File: config.mk
export PLATFORM = sky130hd
export DESIGN_NAME = seq_stage_ctrl_flat
export DESIGN_NICKNAME = d
export VERILOG_FILES = /design/src/rtl/y86_pkg.sv /design/src/rtl/seq_stage_ctrl_if.sv /design/src/rtl/seq_stage_ctrl_wait_timer.sv /design/src/rtl/seq_stage_ctrl.sv /design/src/flat_wrapper.sv
export SDC_FILE = /design/constraint.sdc
export NUM_CORES = 1
export LEC_CHECK = 0
export ABC_CLOCK_PERIOD_IN_PS = 4600
export CAP_MARGIN = 20
export CORE_MARGIN = 2
export CORE_UTILIZATION = 54
export CTS_CLUSTER_SIZE = 40
export DETAILED_ROUTE_END_ITERATION = 8
export GPL_ROUTABILITY_DRIVEN = 0
export PLACE_DENSITY = 0.85
export SYNTH_ARGS = -nofsm -noshare
export SYNTH_HDL_FRONTEND = slang
export SYNTH_SLANG_ARGS = --single-unit
export TNS_END_PERCENT = 1
File: constraint.sdc
create_clock -name clk -period 4.6 [get_ports clk]
set_clock_uncertainty 0.15 [all_clocks]
set_input_delay 1.15 -clock clk [delete_from_list [all_inputs] [get_ports clk]]
set_output_delay 1.15 -clock clk [all_outputs]
set_load 0.02 [all_outputs]
File: src/rtl/y86_pkg.sv
`default_nettype none
// ============================================================================
// Module      : y86_pkg
// Description : Shared Y86-64 SEQ definitions: instruction codes, processor
//               status codes, stage-sequencer state encoding, OPq ALU
//               function codes and icode classification helpers.
// Revision    : 1.0 - initial release
// ============================================================================
package y86_pkg;

  // Instruction codes
  localparam logic [3:0] IHALT   = 4'h0;
  localparam logic [3:0] INOP    = 4'h1;
  localparam logic [3:0] IRRMOVQ = 4'h2;
  localparam logic [3:0] IIRMOVQ = 4'h3;
  localparam logic [3:0] IRMMOVQ = 4'h4;
  localparam logic [3:0] IMRMOVQ = 4'h5;
  localparam logic [3:0] IOPQ    = 4'h6;
  localparam logic [3:0] IJXX    = 4'h7;
  localparam logic [3:0] ICALL   = 4'h8;
  localparam logic [3:0] IRET    = 4'h9;
  localparam logic [3:0] IPUSHQ  = 4'hA;
  localparam logic [3:0] IPOPQ   = 4'hB;

  // Processor status codes
  localparam logic [2:0] STAT_AOK = 3'd1;
  localparam logic [2:0] STAT_HLT = 3'd2;
  localparam logic [2:0] STAT_ADR = 3'd3;
  localparam logic [2:0] STAT_INS = 3'd4;

  // OPq function codes (ifun field)
  localparam logic [3:0] ALU_ADD = 4'h0;
  localparam logic [3:0] ALU_SUB = 4'h1;
  localparam logic [3:0] ALU_AND = 4'h2;
  localparam logic [3:0] ALU_XOR = 4'h3;

  typedef enum logic [3:0] {
    ST_IDLE   = 4'd0,
    ST_FETCH  = 4'd1,
    ST_DECODE = 4'd2,
    ST_EXEC   = 4'd3,
    ST_MEM    = 4'd4,
    ST_WB     = 4'd5,
    ST_PCUP   = 4'd6,
    ST_HALT   = 4'd7,
    ST_FAULT  = 4'd8
  } state_t;

  // Instructions that touch data memory
  function automatic logic is_mem_icode(input logic [3:0] ic);
    return (ic == IRMMOVQ) || (ic == IMRMOVQ) || (ic == ICALL) ||
           (ic == IRET)    || (ic == IPUSHQ)  || (ic == IPOPQ);
  endfunction

  // Memory instructions that store rather than load
  function automatic logic is_mem_write(input logic [3:0] ic);
    return (ic == IRMMOVQ) || (ic == ICALL) || (ic == IPUSHQ);
  endfunction

endpackage
`default_nettype wire

File: src/rtl/seq_stage_ctrl_if.sv
`default_nettype none
// ============================================================================
// Module      : seq_stage_ctrl_if
// Description : Memory handshake bundle between the stage sequencer and the
//               fetch / data-memory side.
//   imem_ready, icode, ifun, instr_valid, imem_err : fetch result + handshake
//   dmem_ready, dmem_err                           : data-memory completion
//   mem_req, mem_we                                : data-memory request
//   master : sequencer side, slave : memory side
// Revision    : 1.0 - initial release
// ============================================================================
interface seq_stage_ctrl_if;
  logic       imem_ready;
  logic [3:0] icode;
  logic [3:0] ifun;
  logic       instr_valid;
  logic       imem_err;
  logic       dmem_ready;
  logic       dmem_err;
  logic       mem_req;
  logic       mem_we;

  modport master (
    input  imem_ready, icode, ifun, instr_valid, imem_err, dmem_ready, dmem_err,
    output mem_req, mem_we
  );

  modport slave (
    output imem_ready, icode, ifun, instr_valid, imem_err, dmem_ready, dmem_err,
    input  mem_req, mem_we
  );
endinterface
`default_nettype wire

File: src/rtl/seq_stage_ctrl_wait_timer.sv
`default_nettype none
// ============================================================================
// Module      : seq_wait_timer
// Description : Ready-wait timer shared by the fetch and data-memory waits.
//   clk, rst_n : clock, asynchronous active-low reset
//   clear      : hold the count at zero (asserted outside the wait states)
//   enable     : this cycle is a waiting cycle (request up, no ready)
//   expired    : this waiting cycle is the TIMEOUT-th one
// Revision    : 1.0 - initial release
// ============================================================================
module seq_wait_timer #(
  parameter int TIMEOUT = 255,
  parameter int TO_W    = 8
) (
  input  wire logic clk,
  input  wire logic rst_n,
  input  wire logic clear,
  input  wire logic enable,
  output logic      expired
);

  // count_q holds the number of waiting cycles already completed, so the
  // current waiting cycle is the last allowed one when it equals TIMEOUT-1.
  localparam logic [TO_W-1:0] C_LIMIT = TO_W'(TIMEOUT - 1);

  logic [TO_W-1:0] count_q;
  logic [TO_W-1:0] count_d;
  logic            at_limit;

  assign at_limit = (count_q == C_LIMIT);
  assign expired  = enable && at_limit;

  always_comb begin
    count_d = count_q;
    if (clear) begin
      count_d = '0;
    end else if (enable && !at_limit) begin
      count_d = count_q + 1'b1;
    end
  end

  always_ff @(posedge clk or negedge rst_n) begin
    if (!rst_n) begin
      count_q <= '0;
    end else begin
      count_q <= count_d;
    end
  end

endmodule
`default_nettype wire

File: src/rtl/seq_stage_ctrl.sv
`default_nettype none
// ============================================================================
// Module      : seq_stage_ctrl
// Description : Stage sequencer for the Y86-64 SEQ core. Steps one stage per
//               state, issues stage enables, waits on memory handshakes,
//               owns the status code and the retired-instruction counter.
//   clk, rst_n          : clock, asynchronous active-low reset
//   start               : leave IDLE
//   bus (master)        : fetch / data-memory handshake bundle
//   *_en, cc_en         : stage enables (decoded from state)
//   icode_q, ifun_q     : latched instruction codes
//   stat, busy, retired : status, activity flag, completed-instruction count
// Revision    : 1.0 - initial release
// ============================================================================
module seq_stage_ctrl
  import y86_pkg::*;
#(
  parameter int TIMEOUT = 255,
  parameter int TO_W    = 8
) (
  input  wire logic              clk,
  input  wire logic              rst_n,
  input  wire logic              start,
  seq_stage_ctrl_if.master       bus,
  output logic                   fetch_en,
  output logic                   decode_en,
  output logic                   exec_en,
  output logic                   wb_en,
  output logic                   pc_en,
  output logic                   cc_en,
  output logic [3:0]             icode_q,
  output logic [3:0]             ifun_q,
  output logic [2:0]             stat,
  output logic                   busy,
  output logic [31:0]            retired
);

  state_t      state_q, state_d;
  logic [2:0]  stat_q, stat_d;
  logic [3:0]  icode_d, ifun_d;
  logic [31:0] retired_q, retired_d;
  logic        wait_clear, wait_en, wait_expired;

  // The timer runs only while a FETCH or MEM request is outstanding and is
  // held at zero everywhere else, which clears it on every entry.
  assign wait_clear = !((state_q == ST_FETCH) || (state_q == ST_MEM));
  assign wait_en    = ((state_q == ST_FETCH) && !bus.imem_ready) ||
                      ((state_q == ST_MEM)   && !bus.dmem_ready);

  seq_wait_timer #(
    .TIMEOUT (TIMEOUT),
    .TO_W    (TO_W)
  ) u_wait_timer (
    .clk     (clk),
    .rst_n   (rst_n),
    .clear   (wait_clear),
    .enable  (wait_en),
    .expired (wait_expired)
  );

  assign fetch_en    = (state_q == ST_FETCH);
  assign decode_en   = (state_q == ST_DECODE);
  assign exec_en     = (state_q == ST_EXEC);
  assign wb_en       = (state_q == ST_WB);
  assign pc_en       = (state_q == ST_PCUP);
  assign bus.mem_req = (state_q == ST_MEM);
  assign bus.mem_we  = bus.mem_req && is_mem_write(icode_q);
  assign cc_en       = exec_en && (icode_q == IOPQ);
  assign busy        = fetch_en || decode_en || exec_en || bus.mem_req || wb_en || pc_en;
  assign stat        = stat_q;
  assign retired     = retired_q;

  always_comb begin
    state_d   = state_q;
    stat_d    = stat_q;
    icode_d   = icode_q;
    ifun_d    = ifun_q;
    retired_d = retired_q;
    case (state_q)
      ST_IDLE: begin
        if (start) state_d = ST_FETCH;
      end
      ST_FETCH: begin
        // Ready is checked before the timer so a same-edge ready wins.
        if (bus.imem_ready) begin
          icode_d = bus.icode;
          ifun_d  = bus.ifun;
          if (bus.imem_err) begin
            state_d = ST_FAULT;
            stat_d  = STAT_ADR;
          end else if (!bus.instr_valid || (bus.icode > IPOPQ)) begin
            state_d = ST_FAULT;
            stat_d  = STAT_INS;
          end else if (bus.icode == IHALT) begin
            state_d = ST_HALT;
            stat_d  = STAT_HLT;
          end else begin
            state_d = ST_DECODE;
          end
        end else if (wait_expired) begin
          state_d = ST_FAULT;
          stat_d  = STAT_ADR;
        end
      end
      ST_DECODE: state_d = ST_EXEC;
      ST_EXEC: begin
        if (is_mem_icode(icode_q)) begin
          state_d = ST_MEM;
        end else if ((icode_q == IJXX) || (icode_q == INOP)) begin
          state_d = ST_PCUP;
        end else begin
          state_d = ST_WB;
        end
      end
      ST_MEM: begin
        if (bus.dmem_ready) begin
          if (bus.dmem_err) begin
            state_d = ST_FAULT;
            stat_d  = STAT_ADR;
          end else if (icode_q == IRMMOVQ) begin
            state_d = ST_PCUP;   // a store has no register write-back
          end else begin
            state_d = ST_WB;
          end
        end else if (wait_expired) begin
          state_d = ST_FAULT;
          stat_d  = STAT_ADR;
        end
      end
      ST_WB: state_d = ST_PCUP;
      ST_PCUP: begin
        if (retired_q != 32'hFFFF_FFFF) retired_d = retired_q + 32'd1;
        state_d = ST_FETCH;
      end
      ST_HALT, ST_FAULT: state_d = state_q;
      default: state_d = ST_IDLE;
    endcase
  end

  always_ff @(posedge clk or negedge rst_n) begin
    if (!rst_n) begin
      state_q   <= ST_IDLE;
      stat_q    <= STAT_AOK;
      icode_q   <= 4'h0;
      ifun_q    <= 4'h0;
      retired_q <= 32'd0;
    end else begin
      state_q   <= state_d;
      stat_q    <= stat_d;
      icode_q   <= icode_d;
      ifun_q    <= ifun_d;
      retired_q <= retired_d;
    end
  end

endmodule
`default_nettype wire

File: src/flat_wrapper.sv
// flat-port wrapper written by rule: the top's interface ports become plain ports
module seq_stage_ctrl_flat import y86_pkg::*;
#(
  parameter int TIMEOUT = 255,
  parameter int TO_W    = 8
)
  (clk, rst_n, start, fetch_en, decode_en, exec_en, wb_en, pc_en, cc_en, icode_q, ifun_q, stat, busy, retired, bus_imem_ready, bus_icode, bus_ifun, bus_instr_valid, bus_imem_err, bus_dmem_ready, bus_dmem_err, bus_mem_req, bus_mem_we);
  seq_stage_ctrl_if bus_i ();
  input  wire logic clk;
  input  wire logic rst_n;
  input  wire logic start;
  output logic fetch_en;
  output logic decode_en;
  output logic exec_en;
  output logic wb_en;
  output logic pc_en;
  output logic cc_en;
  output logic [3:0] icode_q;
  output logic [3:0] ifun_q;
  output logic [2:0] stat;
  output logic busy;
  output logic [31:0] retired;
  input wire logic [$bits(bus_i.imem_ready)-1:0] bus_imem_ready;
  input wire logic [$bits(bus_i.icode)-1:0] bus_icode;
  input wire logic [$bits(bus_i.ifun)-1:0] bus_ifun;
  input wire logic [$bits(bus_i.instr_valid)-1:0] bus_instr_valid;
  input wire logic [$bits(bus_i.imem_err)-1:0] bus_imem_err;
  input wire logic [$bits(bus_i.dmem_ready)-1:0] bus_dmem_ready;
  input wire logic [$bits(bus_i.dmem_err)-1:0] bus_dmem_err;
  output wire logic [$bits(bus_i.mem_req)-1:0] bus_mem_req;
  output wire logic [$bits(bus_i.mem_we)-1:0] bus_mem_we;
  assign bus_i.imem_ready = bus_imem_ready;
  assign bus_i.icode = bus_icode;
  assign bus_i.ifun = bus_ifun;
  assign bus_i.instr_valid = bus_instr_valid;
  assign bus_i.imem_err = bus_imem_err;
  assign bus_i.dmem_ready = bus_dmem_ready;
  assign bus_i.dmem_err = bus_dmem_err;
  assign bus_mem_req = bus_i.mem_req;
  assign bus_mem_we = bus_i.mem_we;
  seq_stage_ctrl #(.TIMEOUT(TIMEOUT), .TO_W(TO_W)) u_core (.clk(clk), .rst_n(rst_n), .start(start), .bus(bus_i), .fetch_en(fetch_en), .decode_en(decode_en), .exec_en(exec_en), .wb_en(wb_en), .pc_en(pc_en), .cc_en(cc_en), .icode_q(icode_q), .ifun_q(ifun_q), .stat(stat), .busy(busy), .retired(retired));
endmodule
==> metrics.cfg, run 1 <==
[run_status]
status = finished clean

[clock_tree]
ctsResizeCount = 0
numCtsBuffers = 5
cts_buffer_depth = 2
cts_max_level = 2
clk_pin_slew_ns = 0.10
clkLatencyLatePin_ns = 0.31
post_cts_buffers = 0
cts.sinks = 55
cts-root-buf = clkbuf_8
cts_hold_buffers = 0
cts_tree = done

[cells_and_area]
antenna-diode-count = 0
drive_above_1_share_pct = 7.16
nFillCells = 358
area_growth_pct = 29.3
fin_util_pct = 73.3
final_common_cell = clkdlybuf4s50_1
num-nets-final = 381
mostFrequentLayoutCells = 66 x clkdlybuf4s50_1, 54 x dfrtp_1, 32 x nand2_1

[critical_path]
critPathMaxStageDelay_ns = 0.75
reg2reg_from = u_core.state_q[3]$_DFFE_PN0P_
crit_arrival_ns = 2.58
cp_slowest_cell = nor4bb_1
crit_path_start = u_core.state_q[1]$_DFFE_PN0P_
crit_buf_inv = 1
path_class = reg2out
critical_path_required_ns = 3.30
critPathMaxFanout = 11
critPathCaptureType = output port
path_delay_family = simple AND/OR/NAND/NOR gates
cp-start-kind = flip-flop
worstPathCellList = nor4bb_1 > nand3_1 > nor2_1 > clkdlybuf4s50_1

[route]
met2_wirelength_mm = 2.91
highest_layer = met4
wl_met1_mm = 2.96
drc_errors = 0
ant_nets = 0
via_per_inst = 5.63
routedWlPerCell_microns = 14.5
wl_met3_microns = 367
dr.pass1.iters = 5
drt_iter0_markers = 129
vias = 2438
drt-total-wl_mm = 6.30

[sta]
fin_hold_ws_ns = 0.320
hold_viol_final = 0
slew_headroom_pct = 47.3
maxSlewViolCount = 0
fin_ws_ns = 0.717
post-route-period-util_pct = 84.4
grt_setup_unrepaired = no
tightest_slew_ns = 0.779
period_needed_ns = 3.88
fmax_mhz = 258
setup_tns_ns = 0
setup_violations = 0

[global_route]
grt_max_degree = 33
grt_pass1_wl_mm = 10.6
grt_pass1_vias = 2271
grtUsageTotal_pct = 21.8
overflow = 0
antenna_found_initial = 0

[power_and_ir_drop]
seqPwrFrac_pct = 42.4
p_sw_w = 0.000576
power_frac_clock_pct = 21.4
ir_worst_vdd_mv = 0.284
power.density_nw_per_um2 = 421
pwr-share-comb_pct = 36.1
internal_power_w = 0.00102
p_leak_nw = 1.55
switching_share_pct = 36.1

[logic_synthesis]
seq_area_frac_synth_pct = 47.0
synth_warnings = 0
netlist_area_sq_um = 2930
synth_seq_cells = 55
synth_enable_flop_cells = 0
syn-num-nets = 312
synth_top_area_cell = dfrtp_1
synth_cell_type_count = 47
async_flop_share_pct = 100
yosysTopAreaCellShare_pct = 46.1
ys.flop_type = dfrtp_1
avgSynthCellArea_sq_um = 10.0
ys_top_cells_by_area = dfrtp_1 46%, xnor2_1 7.2%, nand2_1 4.1%
netlist_instances = 293

[floorplanning]
dieArea_sq_um = 6040
initial_core_util_pct = 56.7
fp.coreArea_sq_um = 5170
die_w_microns = 77.7
ioPinCount = 68
row_count = 26
die_height_microns = 77.7

[hold_path]
hold_path.class = reg2reg
hold_start = u_core.stat[0]$_DFFE_PN1P_

[place]
dpl.hpwl_mm = 4.71
io_buffers = 67
post-place-ws_ns = 1.17

[flow_run]
cap_viol_max_count = 0

==> sequential cells by signal (all words and copies together), names as in the netlist <==
signal,cells
u_core.state_q,4
u_core.ifun_q,4
u_core.u_wait_timer.count_q,8
u_core.retired,32
u_core.icode_q,4
u_core.stat,3
==> per-layer routing <==
layer	vias up	GRT usage [%]
met5	-	0
met4	0	4.82
met3	7	4.19
met2	78	33.9
met1	1158	31.9
li1	1195	-
==> cells in the mapped netlist (6+ instances only) <==
| master | number |
|---|---|
| and3_1 | 6 |
| clkbuf_1 | 6 |
| dfrtp_1 | 54 |
| inv_1 | 11 |
| mux2_2 | 9 |
| nand2_1 | 32 |
| nand2b_1 | 6 |
| nand3_1 | 15 |
| nand4_1 | 19 |
| nor2_1 | 29 |
| nor4_1 | 6 |
| o21ai_0 | 7 |
| xnor2_1 | 24 |
| xor2_1 | 11 |
==> metrics by stage <==
stage	cells	power (W)	area, sq um
global placement	425	0.00125	3670
floorplan	293	0.00102	2930
detailed placement	425	0.00126	3670
finish	433	0.00160	3790
global route	433	0.00169	3790
CTS	433	0.00160	3790
==> path summary, 6_finish.rpt <==
check | to | slack [ns] | cells past startpoint
worst max-delay path | cc_en | 0.72 | 4
worst min-delay path | u_core.stat[0]$_DFFE_PN1P_ | 0.32 | 2
worst max register to register | u_core.retired[17]$_DFFE_PN0P_ | 2.04 | 5
worst min register to register | u_core.stat[0]$_DFFE_PN1P_ | 0.32 | 2
max in group asynchronous | u_core.icode_q[1]$_DFFE_PN0P_ | 2.84 | 2
min in group asynchronous | u_core.retired[1]$_DFFE_PN0P_ | 0.66 | 1
==> cells by family after synthesis <==
family	count (synthesis)	synth area share (%)
AOI/OAI and AO/OA	29	7.72
xor gates and xnor gates	35	10.5
buffers and inverters	17	2.18
muxes	11	4.14
and+or+nand+nor	143	27.3
DFF	55	47.0
adders and majority gates	3	1.28
==> area by class of cell <==
| class | count | area [sq um] | area share (%) |
|---|---|---|---|
| Tap cell | 70 | 87.6 | 2.31 |
| Clock inverter | 2 | 38.8 | 1.02 |
| Multi-Input combinational cell | 221 | 1490 | 39.3 |
| Clock buffer | 6 | 82.6 | 2.18 |
| Timing Repair Buffer | 68 | 673 | 17.7 |
| Sequential cell | 55 | 1380 | 36.3 |
| Inverter | 11 | 41.3 | 1.09 |
==> worst min-delay path, stage by stage, from the launching register on <==
cell and delay [ns]:
dfstp_2 0.38, inv_1 0.04, a21oi_1 0.05
==> power by group through the flow <==
| stage | Sequential [W] | Combinational, W | Clock, W |
|---|---|---|---|
| floorplan | 0.000705 | 0.000311 | 0 |
| global placement | 0.000680 | 0.000567 | 0 |
| detailed placement | 0.000682 | 0.000575 | 0 |
| CTS | 0.000674 | 0.000579 | 0.000347 |
| global route | 0.000697 | 0.000622 | 0.000370 |
| finish | 0.000677 | 0.000577 | 0.000342 |
Power figures use the tool's default switching activity.
==> run 2, diff against run 1 <==
--- a/config.mk
+++ b/config.mk
@@ -5,14 +5,14 @@
 export SDC_FILE = /design/constraint.sdc
 export NUM_CORES = 1
 export LEC_CHECK = 0
-export ABC_CLOCK_PERIOD_IN_PS = 4600
+export ABC_CLOCK_PERIOD_IN_PS = 3800
 export CAP_MARGIN = 20
 export CORE_MARGIN = 2
-export CORE_UTILIZATION = 54
+export CORE_UTILIZATION = 50
 export CTS_CLUSTER_SIZE = 40
 export DETAILED_ROUTE_END_ITERATION = 8
 export GPL_ROUTABILITY_DRIVEN = 0
-export PLACE_DENSITY = 0.85
+export PLACE_DENSITY = 0.8
 export SYNTH_ARGS = -nofsm -noshare
 export SYNTH_HDL_FRONTEND = slang
 export SYNTH_SLANG_ARGS = --single-unit
==> constraint.sdc (replaced) <==
create_clock -name clk -period 3.8 [get_ports clk]
set_clock_uncertainty 0.15 [all_clocks]
set_input_delay 0.95 -clock clk [delete_from_list [all_inputs] [get_ports clk]]
set_output_delay 0.95 -clock clk [all_outputs]
set_load 0.02 [all_outputs]
==> metrics.cfg, run 2 (same netlist as run 1, synthesis figures left out) <==
[critical_path]
critPathMaxStageDelay_ns = 0.69
regToRegEndpoint = u_core.retired[17]$_DFFE_PN0P_
cp-start-kind = flip-flop
critPathCaptureType = output port
ff2ff_path_depth = 5
reg2reg_slack_ns = 1.21
critical_path_required_ns = 2.70
path_class = reg2out
critPathMaxFanout = 17
worstPathCellList = nor4b_2 > nand2_1 > a21oi_1 > clkdlybuf4s50_1
path_delay_family = flip-flops
crit_buf_inv = 1
reg2reg_from = u_core.state_q[2]$_DFFE_PN0P_
crit_arrival_ns = 2.41
cp_slowest_cell = dfrtp_1

[cells_and_area]
num-nets-final = 381
final_common_cell = clkdlybuf4s50_1
area_growth_pct = 28.4
mostFrequentLayoutCells = 66 x clkdlybuf4s50_1, 54 x dfrtp_1, 32 x nand2_1
layoutNonFillerInstCount = 435
antenna-diode-count = 0
drive_above_1_share_pct = 7.16
finalInstanceArea_sq_um = 3760
largest_reg_flops = 32

[sta]
fin_ws_ns = 0.289
fmax_mhz = 285
slew_headroom_pct = 50.0
post-route-period-util_pct = 92.4
hold_viol_final = 0
setup_tns_ns = 0
maxSlewViolCount = 0
tightest_slew_ns = 0.743
setup_violations = 0
grt_setup_unrepaired = no
period_needed_ns = 3.51

[route]
vias = 2510
drc_errors = 0
drt_iter0_markers = 159
via_per_inst = 5.77
ant_nets = 0
dr.pass1.iters = 5
drt-total-wl_mm = 6.47
routedWlPerCell_microns = 14.9

[clock_tree]
clkLatencyLatePin_ns = 0.30
numCtsBuffers = 5
cts_max_level = 2
cts_tree = done
post_cts_buffers = 0
cts-root-buf = clkbuf_8
clk_pin_slew_ns = 0.09
cts_buffer_depth = 2
cts.sinks = 55

[global_route]
grt_max_degree = 56
grtUsageMet2_pct = 34.3
grt_pass1_wl_mm = 10.8
globalRouteMet1Util_pct = 28.7
grt_pass1_vias = 2374
overflow = 0
busiest_layer = met2
grtUsageTotal_pct = 21.1
antenna_found_initial = 0
grt_use_met3_pct = 4.94

[power_and_ir_drop]
power_frac_clock_pct = 17.0
switching_share_pct = 37.5
power.density_nw_per_um2 = 488
seqPwrFrac_pct = 44.8
p_leak_nw = 1.53
p_total_w = 0.00184
internal_power_w = 0.00115
ir_worst_vdd_mv = 0.454
p_sw_w = 0.000690
pwr-share-comb_pct = 38.2

[hold_path]
hold_end = u_core.stat[0]$_DFFE_PN1P_
hold_path.class = reg2reg
hold_start = u_core.stat[0]$_DFFE_PN1P_
hold_depth = 2

[place]
dp.cells = 427
post-place-ws_ns = 0.621
dpl_cell_area_sq_um = 3670
dpl.hpwl_mm = 4.81
io_buffers = 67

[floorplanning]
initial_core_util_pct = 52.6
die_height_microns = 80.6
row_count = 27
die_w_microns = 80.6
dieArea_sq_um = 6490
ioPinCount = 68
fp.coreArea_sq_um = 5570

[run_status]
status = finished clean

[flow_run]
cap_viol_max_count = 0

## run 2: changes by cell type in the layout (fill, tap and decap cells not counted), sizes merged
cell / previous run / this run
bufinv: 1 / 0
clkinvlp: 0 / 1
inv: 12 / 11
clkinv: 0 / 1
## run 2: repair_timing
item,in CTS,in global routing
endpoints found under the setup margin,0,1
gates resized for setup,0,1
hold buffers,0,0
## run 2: per-layer routing
metal  up-vias  wire (microns)
met2        86            3140
met5         -               0
li1       1188               -
met3         4             457
met4         0              31
met1      1232            2840
## run 2: worst max-delay path by stage
stage,startpoint,cells past startpoint,end
after global routing,u_core.state_q[0]$_DFFE_PN0P_,4,cc_en
after CTS,u_core.state_q[1]$_DFFE_PN0P_,4,cc_en
after floorplan,u_core.state_q[1]$_DFFE_PN0P_,4,cc_en
after global placement,u_core.state_q[1]$_DFFE_PN0P_,4,cc_en
final,u_core.state_q[2]$_DFFE_PN0P_,4,bus_mem_we
after detailed placement,u_core.state_q[1]$_DFFE_PN0P_,4,cc_en
## run 2: power by group through the flow
| stage | logic [W] | clock network [W] | registers, W |
|---|---|---|---|
| 2_1_floorplan | 0.000376 | 0 | 0.000854 |
| 6_report | 0.000703 | 0.000312 | 0.000824 |
| 4_1_cts | 0.000702 | 0.000321 | 0.000819 |
| 3_5_place_dp | 0.000695 | 0 | 0.000830 |
| 5_1_grt | 0.000761 | 0.000346 | 0.000845 |
| 3_3_place_gp | 0.000687 | 0 | 0.000825 |
## run 2: worst reg2reg max path: cells and delay by family (launching register included)
kind / cells / cell delay, ns
xor+xnor: 1 / 0.15
simple gates: 3 / 1.00
flops: 1 / 0.69
compound gates: 1 / 0.49
## run 2: layout make-up
type,count,area (sq um)
clock buffers,6,72.6
multi-input cells,221,1500
clock inverters,2,12.5
repair buffers,68,673
well taps,72,90.1
fillers,441,1810
flip-flops and latches,55,1380
inverters,11,41.3
## run 2: stage by stage
| stage | hold WS, ns | util (%) |
|---|---|---|
| floorplan | 0.332 | - |
| global placement | 0.319 | 65.9 |
| finish | 0.329 | 67.5 |
| global route | 0.354 | 67.5 |
| detailed placement | 0.316 | 65.9 |
| CTS | 0.332 | 67.4 |
==> run 3, diff against run 2 <==
--- a/config.mk
+++ b/config.mk
@@ -12,6 +12,7 @@
 export CTS_CLUSTER_SIZE = 40
 export DETAILED_ROUTE_END_ITERATION = 8
 export GPL_ROUTABILITY_DRIVEN = 0
+export HOLD_SLACK_MARGIN = 0.05
 export PLACE_DENSITY = 0.8
 export SYNTH_ARGS = -nofsm -noshare
 export SYNTH_HDL_FRONTEND = slang
==> results of run 3 <==
Same layout as run 2: the final DEF is identical, and so are final timing and power.
